`src/rtl/i2c_slave_io_expander.sv`:
```
// I2C slave exposing N_PORTS 8-bit output latches (write) and input ports (read),
// with glitch-filtered bus inputs and an input-change interrupt.
module i2c_slave_io_expander #(
    parameter int N_PORTS  = 2,
    parameter int FILT_LEN = 3
) (
    input  logic                   clk,
    input  logic                   reset,
    input  logic                   scl_i,
    input  logic                   sda_i,
    output logic                   sda_oe,
    input  logic [6:0]             adr,
    output logic [8*N_PORTS-1:0]   io_out,
    input  logic [8*N_PORTS-1:0]   io_in,
    output logic                   int_n,
    output logic                   busy
);
    localparam int W = 8 * N_PORTS;

    typedef enum logic [2:0] {
        IDLE, ADDR, ADDR_ACK, WR_DATA, WR_ACK, RD_DATA, RD_ACK, IGNORE
    } state_t;

    // Bit 1 carries SCL, bit 0 carries SDA.
    logic [1:0] bus_s1_q, bus_s2_q, filt_q, filt_p_q;
    logic [2:0] fcnt_q [2];
    logic [W-1:0] io_s1_q, io_s2_q;

    state_t       state_q, state_d;
    logic [7:0]   shift_q, shift_d;
    logic [3:0]   bitcnt_q, bitcnt_d;
    logic [1:0]   ptr_q, ptr_d, ptr_next;
    logic [W-1:0] io_out_q, io_out_d, snap_q, snap_d;
    logic         sda_oe_q, sda_oe_d, int_n_q, int_n_d, busy_q, busy_d;
    logic         scl_rise, scl_fall, start_det, stop_det, sda_f;
    logic [7:0]   rd_byte;

    always_ff @(posedge clk or negedge reset) begin
        if (!reset) begin
            bus_s1_q <= '1;
            bus_s2_q <= '1;
            filt_q   <= '1;
            filt_p_q <= '1;
            fcnt_q   <= '{default: '0};
            io_s1_q  <= '1;
            io_s2_q  <= '1;
        end else begin
            bus_s1_q <= {scl_i, sda_i};
            bus_s2_q <= bus_s1_q;
            filt_p_q <= filt_q;
            io_s1_q  <= io_in;
            io_s2_q  <= io_s1_q;
            for (int unsigned i = 0; i < 2; i++) begin
                if (bus_s2_q[i] == filt_q[i]) begin
                    fcnt_q[i] <= '0;
                end else if (fcnt_q[i] == 3'(FILT_LEN - 1)) begin
                    filt_q[i] <= bus_s2_q[i];
                    fcnt_q[i] <= '0;
                end else begin
                    fcnt_q[i] <= fcnt_q[i] + 3'd1;
                end
            end
        end
    end

    assign sda_f     = filt_q[0];
    assign scl_rise  =  filt_q[1] & ~filt_p_q[1];
    assign scl_fall  = ~filt_q[1] &  filt_p_q[1];
    assign start_det = filt_q[1] & filt_p_q[1] &  filt_p_q[0] & ~filt_q[0];
    assign stop_det  = filt_q[1] & filt_p_q[1] & ~filt_p_q[0] &  filt_q[0];
    assign ptr_next  = (ptr_q == 2'(N_PORTS - 1)) ? '0 : ptr_q + 2'd1;
    assign rd_byte   = io_s2_q[{ptr_q, 3'b000} +: 8];

    always_ff @(posedge clk or negedge reset) begin
        if (!reset) begin
            state_q  <= IDLE;
            shift_q  <= '0;
            bitcnt_q <= '0;
            ptr_q    <= '0;
            io_out_q <= '1;
            snap_q   <= '1;
            sda_oe_q <= 1'b0;
            int_n_q  <= 1'b1;
            busy_q   <= 1'b0;
        end else begin
            state_q  <= state_d;
            shift_q  <= shift_d;
            bitcnt_q <= bitcnt_d;
            ptr_q    <= ptr_d;
            io_out_q <= io_out_d;
            snap_q   <= snap_d;
            sda_oe_q <= sda_oe_d;
            int_n_q  <= int_n_d;
            busy_q   <= busy_d;
        end
    end

    always_comb begin
        state_d  = state_q;
        shift_d  = shift_q;
        bitcnt_d = bitcnt_q;
        ptr_d    = ptr_q;
        io_out_d = io_out_q;
        snap_d   = snap_q;
        busy_d   = busy_q;
        if (start_det) begin
            state_d  = ADDR;
            bitcnt_d = '0;
            ptr_d    = '0;
            busy_d   = 1'b1;
        end else if (stop_det) begin
            state_d = IDLE;
            busy_d  = 1'b0;
        end else begin
            case (state_q)
                ADDR, WR_DATA: begin
                    if (scl_rise && bitcnt_q < 4'd8) begin
                        shift_d  = {shift_q[6:0], sda_f};
                        bitcnt_d = bitcnt_q + 4'd1;
                    end
                    if (scl_fall && bitcnt_q == 4'd8) begin
                        if (state_q == WR_DATA)      state_d = WR_ACK;
                        else if (shift_q[7:1] == adr) state_d = ADDR_ACK;
                        else                          state_d = IGNORE;
                    end
                end
                ADDR_ACK: begin
                    if (scl_fall) begin
                        bitcnt_d = '0;
                        if (shift_q[0]) begin
                            state_d = RD_DATA;
                            shift_d = rd_byte;
                            snap_d[{ptr_q, 3'b000} +: 8] = rd_byte;
                        end else begin
                            state_d = WR_DATA;
                        end
                    end
                end
                WR_ACK: begin
                    if (scl_rise) begin
                        io_out_d[{ptr_q, 3'b000} +: 8] = shift_q;
                        ptr_d = ptr_next;
                    end
                    if (scl_fall) begin
                        state_d  = WR_DATA;
                        bitcnt_d = '0;
                    end
                end
                RD_DATA: begin
                    if (scl_fall) begin
                        if (bitcnt_q == 4'd7) begin
                            state_d  = RD_ACK;
                            bitcnt_d = '0;
                        end else begin
                            shift_d  = {shift_q[6:0], 1'b0};
                            bitcnt_d = bitcnt_q + 4'd1;
                        end
                    end
                end
                RD_ACK: begin
                    // bitcnt==8 marks that the master ACKed on this ninth clock.
                    if (scl_rise) begin
                        if (!sda_f) begin
                            ptr_d    = ptr_next;
                            bitcnt_d = 4'd8;
                        end else begin
                            state_d = IGNORE;
                        end
                    end
                    if (scl_fall && bitcnt_q == 4'd8) begin
                        state_d  = RD_DATA;
                        bitcnt_d = '0;
                        shift_d  = rd_byte;
                        snap_d[{ptr_q, 3'b000} +: 8] = rd_byte;
                    end
                end
                default: ;
            endcase
        end
    end

    // SDA drive follows the next state so it changes on the clk after the SCL fall.
    always_comb begin
        case (state_d)
            ADDR_ACK, WR_ACK: sda_oe_d = 1'b1;
            RD_DATA:          sda_oe_d = ~shift_d[7];
            default:          sda_oe_d = 1'b0;
        endcase
        int_n_d = ~|(io_s2_q ^ snap_q);
    end

    assign sda_oe = sda_oe_q;
    assign io_out = io_out_q;
    assign int_n  = int_n_q;
    assign busy   = busy_q;
endmodule
```
`config.mk`:
```
export PLATFORM = sky130hd
export DESIGN_NAME = i2c_slave_io_expander
export DESIGN_NICKNAME = d
export VERILOG_FILES = /design/src/rtl/i2c_slave_io_expander.sv
export SDC_FILE = /design/constraint.sdc
export NUM_CORES = 1
export LEC_CHECK = 0
export ABC_AREA = 0
export CORE_MARGIN = 2
export CORE_UTILIZATION = 30
export CTS_BUF_LIST = sky130_fd_sc_hd__clkbuf_16
export DETAILED_ROUTE_END_ITERATION = 16
export RECOVER_POWER = 25
export SYNTH_ARGS = -nofsm -noshare
export SYNTH_HDL_FRONTEND = slang
export SYNTH_SLANG_ARGS = --single-unit
```
`constraint.sdc`:
```
create_clock -name clk -period 6.7 [get_ports clk]
set_input_delay 1.34 -clock clk [delete_from_list [all_inputs] [get_ports clk]]
set_output_delay 1.34 -clock clk [all_outputs]
set_load 0.01 [all_outputs]
```
==> out/metrics.yaml, run 1 <==
cts_num_sinks: 98
synth_ff_type: "dfstp_2"
start_kind: "register"
required_ns: 6.98
coreArea_sq_mm: 0.0144
finalCritPeriodShare: 0.446
vdd_drop_max_uv: 143
path_cells: "inv_1 -> ha_1 -> nor3b_1 -> and2_1 -> a22o_1"
antenna_found_initial: 0
crit_buf_inv: 1
track_usage: 0.125
layout_common_cells: "70 x dfstp_2, 40 x clkdlybuf4s50_1, 27 x nor2_1, 26 x nand2_1, 25 x dfrtp_1"
cpPeakStageDelay_ns: 0.96
setup_ws_ns: 3.71
die-area_sq_mm: 0.0156
chipHeight_um: 125
cap_violations: 0
crit_arrival_ns: 3.27
internal_power_mw: 1.29
setup_violations: 0
die_width_um: 125
tns_ns: 0
crit_slowest_cell: "dfrtp_1"
drt-total-wl_um: 9310
p_comb_frac: 0.277
cts_tree: "yes"
synth-edff-count: 0
synth_area_per_cell_sq_um: 11.5
routedWlPerCell_um: 15.3
holdBufCountCts: 0
drt_iter0_drc: 177
start_util: 0.304
dpl_worst_slack_ns: 3.45
skew_ns: 0.00783
syn_area_sq_mm: 0.00437
numCtsBuffers: 9
remaining_drc_errors: 0
vias_per_cell: 4.95
fill_cells: 1393
nNetsFinal: 452
maxSlewHeadroom: 0.336
drv_slew: 0
ys_warn_count: 0
rows: 44
port_buffers: 45
drive_gt1_frac: 0.219
hold_viol: 0
cp_top_family: "simple AND/OR/NAND/NOR gates"
end_kind: "register"
ys_seq_area_frac: 0.582
grt_pass1_vias: 3040
dp_hpwl_um: 6620
rsz0062_at_grt: "no"
worst_slew_pin_slew_ns: 0.996
cts_root_buffer: "clkbuf_16"
areaGrowthSynthToFinish_pct: 20.8
synthArstFlopShare: 1.00
post-cts-setup-buffers: 0
crit_fanout: 25
netlist_instances: 380
clkPwrFrac: 0.268
seqPwrFrac: 0.455
clockBufferDepth: 2
status: "finished clean"
ys_types: 52
final_common_cell: "dfstp_2"
ios: 46
h-tree-depth: 3
p_switching_mw: 0.692
grt_overflow: 0
synth_fp_nets: 413
grt_pass1_wl_um: 15700
power.density_mw_per_mm2: 375
diodes: 0
p_sw_frac: 0.349
max_freq_mhz: 335
grt_max_degree: 80
num_vias: 3008
gp_congestion: 0.825
first_pass_iters: 4
hp-class: "reg2reg"
cts_resized: 0
ant_nets: 0
path_clk_slew_ns: 0.07
path_class: "reg2reg"
period_needed_ns: 2.99
p_leak_nw: 1.99
yosys_register_bits: 98
worst_skew_pair.late_latency_ns: 0.34
flip-flops by register name, indices dropped and copies added (netlist names):
name	count
bus_s2_q	2
bus_s1_q	2
io_out	16
io_s2_q	16
snap_q	16
bitcnt_q	4
ptr_q	2
shift_q	8
sda_oe	1
state_q	3
filt_q	2
filt_p_q	2
fcnt_q	6
busy	1
int_n	1
io_s1_q	16
layer usage:
metal | wire [um] | GRT usage | vias to the layer above
met4 | 134 | 0.0423 | 0
li1 | - | - | 1428
met1 | 4560 | 0.175 | 1491
met2 | 4190 | 0.185 | 79
met5 | 0 | 0 | -
met3 | 418 | 0.0339 | 10
Yosys cell counts, drive strengths merged, types with 5 or more instances:
library cell,number,area share
a21oi,14,0.017
a221o,5,0.011
a22o,22,0.044
buf,10,0.012
clkbuf,8,0.0069
dfrtp,25,0.14
dfstp,73,0.44
ha,6,0.017
inv,8,0.0069
mux2i,8,0.018
nand2,27,0.024
nand2b,9,0.013
nand3,14,0.016
nand4,5,0.0072
nor2,27,0.023
nor2b,8,0.011
nor3,12,0.014
nor4,5,0.0086
o21ai,17,0.020
xnor2,23,0.046
xor2,7,0.014
worst reg2reg max path, delay by kind of cell, from the launching register on:
kind                     cells  cell delay (ns)
AND/OR/NAND/NOR              2             1.07
adder cells (fa/ha/maj)      1             0.51
buffers and inverters        1             0.20
AO/OA/AOI/OAI                1             0.19
flip-flops                   1             0.96
power by group through the flow:
stage	Clock (mW)	Combinational, mW	Sequential (mW)
global placement	0	0.536	0.904
CTS	0.547	0.551	0.901
detailed placement	0	0.547	0.909
global route	0.577	0.613	0.920
floorplan	0	0.505	0.798
finish	0.531	0.549	0.900
metrics by stage:
step	std cells	instance area [sq um]	power [mW]	util	hold slack, ns
2_1_floorplan	380	4370	1.30	-	0.345
3_3_place_gp	592	4980	1.44	0.346	0.346
4_1_cts	608	5290	2.00	0.368	0.354
5_1_grt	608	5290	2.11	0.368	0.358
6_report	608	5290	1.98	0.368	0.353
3_5_place_dp	592	4980	1.46	0.346	0.347
path summary, 6_finish.rpt:
path	from	cells past startpoint	end	slack, ns
hold reg to reg	io_s1_q[8]	0	io_s2_q[8]	0.35
max in group asynchronous	reset	2	busy	4.05
setup reg to reg	ptr_q[0]	5	io_out[4]	3.71
hold / removal	io_s1_q[8]	0	io_s2_q[8]	0.35
min in group asynchronous	reset	1	shift_q[7]	1.15
setup / recovery	ptr_q[0]	5	io_out[4]	3.71
area by class of cell:
class,count,area [sq um],area share
clock buffer,10,250,0.0473
clock inverter,6,62.6,0.0118
inverter,8,30.0,0.00568
multi-input combinational,256,1720,0.325
sequential,98,2540,0.481
tap,184,230,0.0436
timing repair buffer,46,452,0.0855
cell families after synthesis:
group           synth area share
buf+inv                   0.0260
flops                      0.582
fa+ha+maj                 0.0172
xor+xnor                  0.0601
compound gates             0.134
simple gates               0.152
mux                       0.0286
Note: power is estimated with default switching activity, not from simulation.
==> inputs of run 2 (changes only) <==
==> constraint.sdc (replaced) <==
create_clock -name clk -period 2.75 [get_ports clk]
set_input_delay 0.55 -clock clk [delete_from_list [all_inputs] [get_ports clk]]
set_output_delay 0.55 -clock clk [all_outputs]
set_load 0.01 [all_outputs]
==> run 2 against run 1 <==
Compared with the run above: the flow now finishes with violations (max-capacitance violations, max-slew violations); sequential share of layout area shrank 0.35 points; power grew 140%; critical path depth grew 1; clock power grew 110%; cell count grew 1.5%; register-to-register slack lost 3.3 ns; global-route usage grew 0.41 points; via count grew 0.20%; first-iteration DRC count shrank 21%; die area is the same; critical endpoint is now sda_oe; largest power group unchanged.
==> out/metrics.yaml, run 2 (synthesis results as in run 1) <==
status: "finished, violations left"
violations: "max-capacitance violations, max-slew violations"
wl_met2_um: 4180
numCtsBuffers: 9
grt_max_degree: 66
end_kind: "register"
diodes: 0
drt_iter0_drc: 139
track_usage: 0.129
grt_overflow: 0
drive_gt1_frac: 0.242
grt_pass1_vias: 3086
post-cts-setup-buffers: 0
die-area_sq_mm: 0.0156
maxSlewHeadroom: -0.0797
hold_viol: 0
ant_nets: 0
port_buffers: 45
drt-met1-wl_um: 4840
cts_tree: "yes"
holdBufCountCts: 0
hp-class: "reg2reg"
period_needed_ns: 2.37
vias_per_cell: 4.88
required_ns: 2.99
worst_slew_pin_slew_ns: 1.62
regArea_sq_mm: 0.00254
remaining_drc_errors: 0
setup_violations: 0
vdd_drop_max_uv: 328
rows: 44
fill_cells: 1384
multi_input_area_sq_mm: 0.00172
highest_layer: "met4"
num_vias: 3014
routedWlPerCell_um: 15.4
finalCritPeriodShare: 0.861
worst_skew_pair.late_latency_ns: 0.35
clockBufferDepth: 2
drt-total-wl_um: 9520
final_common_cell: "dfstp_2"
path_class: "reg2reg"
layout_common_cells: "72 x dfstp_2, 27 x nor2_1, 26 x nand2_1, 26 x clkdlybuf4s50_1, 25 x dfrtp_1"
cap_violations: 1
rsz0062_at_grt: "no"
dp_hpwl_um: 6930
start_kind: "register"
antenna_found_initial: 0
wl_met3_um: 364
crit_arrival_ns: 2.61
path_clk_slew_ns: 0.06
grt_pass1_wl_um: 16300
crit_fanout: 15
h-tree-depth: 3
coreArea_sq_mm: 0.0144
gp_congestion: 0.869
chipHeight_um: 125
cts_num_sinks: 98
tns_ns: 0
cts_root_buffer: "clkbuf_16"
power.density_mw_per_mm2: 896
ios: 46
p_leak_nw: 2.02
first_pass_iters: 4
areaGrowthSynthToFinish_pct: 21.7
cts_resized: 0
die_width_um: 125
max_freq_mhz: 422
fin_util: 0.371
nNetsFinal: 461
start_util: 0.304
skew_ns: 0.0106
drv_slew: 65
## run 2: cell count changes in the layout (fill, tap and decap cells not counted), sizes merged
cell,delta
clkinvlp,+1
dlygate4sd3,+14
clkbuf,-1
buf,+9
inv,+1
clkdlybuf4s50,-14
bufinv,-1
## run 2: power breakdown
group / switching, mW / internal (mW)
Sequential: 0.334 / 1.75
Clock: 0.535 / 0.610
Combinational: 0.856 / 0.682
Total: 1.73 / 3.05
## run 2: stage by stage
stage	power [mW]	area [sq um]	hold slack [ns]	worst slack, ns	instances
floorplan	3.18	4380	0.254	0.154	380
global placement	3.62	5060	0.346	0.338	601
detailed placement	3.66	5060	0.347	0.307	601
CTS	4.82	5330	0.341	0.368	617
global route	5.10	5320	0.360	0.243	617
finish	4.77	5320	0.353	0.383	617
## run 2: worst paths after layout
kind | start | slack [ns] | depth (start not counted) | end
max in group asynchronous | reset | 1.15 | 2 | io_s2_q[9]
worst min-delay path | io_s1_q[5] | 0.35 | 0 | io_s2_q[5]
worst max-delay path | filt_q[1] | 0.38 | 6 | sda_oe
worst max register to register | filt_q[1] | 0.38 | 6 | sda_oe
worst min register to register | io_s1_q[5] | 0.35 | 0 | io_s2_q[5]
min in group asynchronous | reset | 0.62 | 1 | shift_q[3]
## run 2: layout make-up
type,count,share of cell area
Sequential cell,98,0.478
Multi-Input combinational cell,256,0.322
Timing Repair Buffer,55,0.100
Tap cell,184,0.0432
Clock buffer,9,0.0423
Clock inverter,7,0.00846
Inverter,8,0.00564
## run 2: worst max-delay path: stages, from the launching register on
cell and delay [ns]:
dfstp_2 0.68, or2b_1 0.30, nor3_1 0.15, o32ai_1 0.12, or3_1 0.48, a2111o_1 0.46, o31ai_1 0.08
## run 2: metal layers
layer  vias to the layer above  track usage
met4                         0       0.0430
met2                        69        0.193
met5                         -            0
li1                       1451            -
met1                      1484        0.184
met3                        10       0.0284
==> inputs of run 3 (changes only) <==
--- a/config.mk
+++ b/config.mk
@@ -7,7 +7,7 @@
 export LEC_CHECK = 0
 export ABC_AREA = 0
 export CORE_MARGIN = 2
-export CORE_UTILIZATION = 30
+export CORE_UTILIZATION = 40
 export CTS_BUF_LIST = sky130_fd_sc_hd__clkbuf_16
 export DETAILED_ROUTE_END_ITERATION = 16
 export RECOVER_POWER = 25
==> run 3 against run 2 <==
Compared with the run above: the run now ends clean; sequential share of layout area rose by 0.71 points; clock power is 6% higher; flip-flop and latch count unchanged; critical path depth unchanged; die area decreased by 24%; via count shrank 1.3%; clock skew decreased by 0.00089 ns; sequential power barely moved; largest power group unchanged; highest routed layer unchanged.
==> out/metrics.yaml, run 3 (synthesis results as in run 1) <==
hp-class: "reg2reg"
grt_pass1_vias: 3048
critical_path.startpoint: "state_q[0]"
coreArea_sq_mm: 0.0107
vias_per_cell: 5.24
use_met1: 0.231
use_met3: 0.0319
setup_violations: 0
worst_skew_pair.late_latency_ns: 0.35
drive_gt1_frac: 0.238
finalPower_mw: 4.78
cts_num_sinks: 98
grt_overflow: 0
clockBufferDepth: 2
post-cts-setup-buffers: 0
use_met2: 0.262
hold_viol: 0
first_pass_iters: 4
ant_nets: 0
port_buffers: 45
remaining_drc_errors: 0
cts_root_buffer: "clkbuf_16"
grt_max_degree: 51
grt_pass1_wl_um: 15300
power.density_mw_per_mm2: 912
holdBufCountCts: 0
path_clk_slew_ns: 0.07
skew_ns: 0.00970
path_class: "reg2reg"
cts_resized: 0
drt_iter0_drc: 128
r2r_start: "state_q[0]"
required_ns: 3.00
grt-busiest-layer: "met2"
period_needed_ns: 2.39
rsz0062_at_grt: "no"
diodes: 0
maxSlewHeadroom: 0.195
die_width_um: 109
start_util: 0.407
finalCritPeriodShare: 0.869
vdd_drop_max_uv: 360
gp_congestion: 0.897
end_kind: "register"
chipHeight_um: 109
antenna_found_initial: 0
dp_hpwl_um: 6260
cts_tree: "yes"
final_common_cell: "dfstp_2"
h-tree-depth: 3
start_kind: "register"
crit_arrival_ns: 2.64
num_vias: 2975
drt-total-wl_um: 8860
layout_common_cells: "73 x dfstp_2, 40 x clkdlybuf4s50_1, 27 x nor2_1, 26 x nand2_1, 25 x dfrtp_1"
setup_ws_ns: 0.359
drv_slew: 0
routedWlPerCell_um: 15.6
dpl_worst_slack_ns: 0.278
cap_violations: 0
rows: 38
status: "finished clean"
die-area_sq_mm: 0.0118
tns_ns: 0
crit_fanout: 14
p_leak_nw: 2.00
nNetsFinal: 456
ios: 46
worst_slew_pin_slew_ns: 1.21
track_usage: 0.169
numCtsBuffers: 9
fill_cells: 981
areaGrowthSynthToFinish_pct: 19.9
max_freq_mhz: 418
min_from: "bus_s1_q[1]"
-- run 3: where the power goes --
group	internal (mW)	switching [mW]
combinational	0.663	0.793
clock	0.631	0.577
sequential	1.76	0.362
-- run 3: per-layer routing --
metal	part of all wire	wire [um]
met5	0	0
met4	0.020	177
met3	0.041	362
met2	0.45	3960
met1	0.49	4360
-- run 3: area by class of cell --
cell class / count / area, sq um / share of cell area
clock buffers: 9 / 225 / 0.0429
inverters: 8 / 30.0 / 0.00572
repair buffers: 50 / 495 / 0.0944
multi-input cells: 256 / 1720 / 0.327
flip-flops and latches: 98 / 2540 / 0.485
clock inverters: 7 / 60.1 / 0.0114
well taps: 140 / 175 / 0.0334
-- run 3: path summary, 6_finish.rpt --
| kind | to | slack [ns] | cells after the start |
|---|---|---|---|
| max | sda_oe | 0.36 | 6 |
| min | bus_s2_q[1] | 0.36 | 0 |
| max reg2reg | sda_oe | 0.36 | 6 |
| min reg2reg | bus_s2_q[1] | 0.36 | 0 |
| max in group asynchronous | snap_q[10] | 1.42 | 2 |
| min in group asynchronous | bitcnt_q[2] | 0.43 | 1 |
-- run 3: metrics by stage --
stage	util	instance area [sq um]	hold WS [ns]	std cells
floorplan	-	4380	0.254	380
global placement	0.462	4960	0.346	552
detailed placement	0.462	4960	0.347	552
CTS	0.488	5250	0.220	568
global route	0.488	5250	0.360	568
finish	0.488	5250	0.355	568
-- run 3: worst max-delay path, stage by stage, from the launching register on --
cell,delay [ns]
dfrtp_1,0.63
inv_1,0.19
nor4_2,0.31
o32ai_1,0.13
or3_1,0.47
a2111o_1,0.47
o31ai_1,0.08
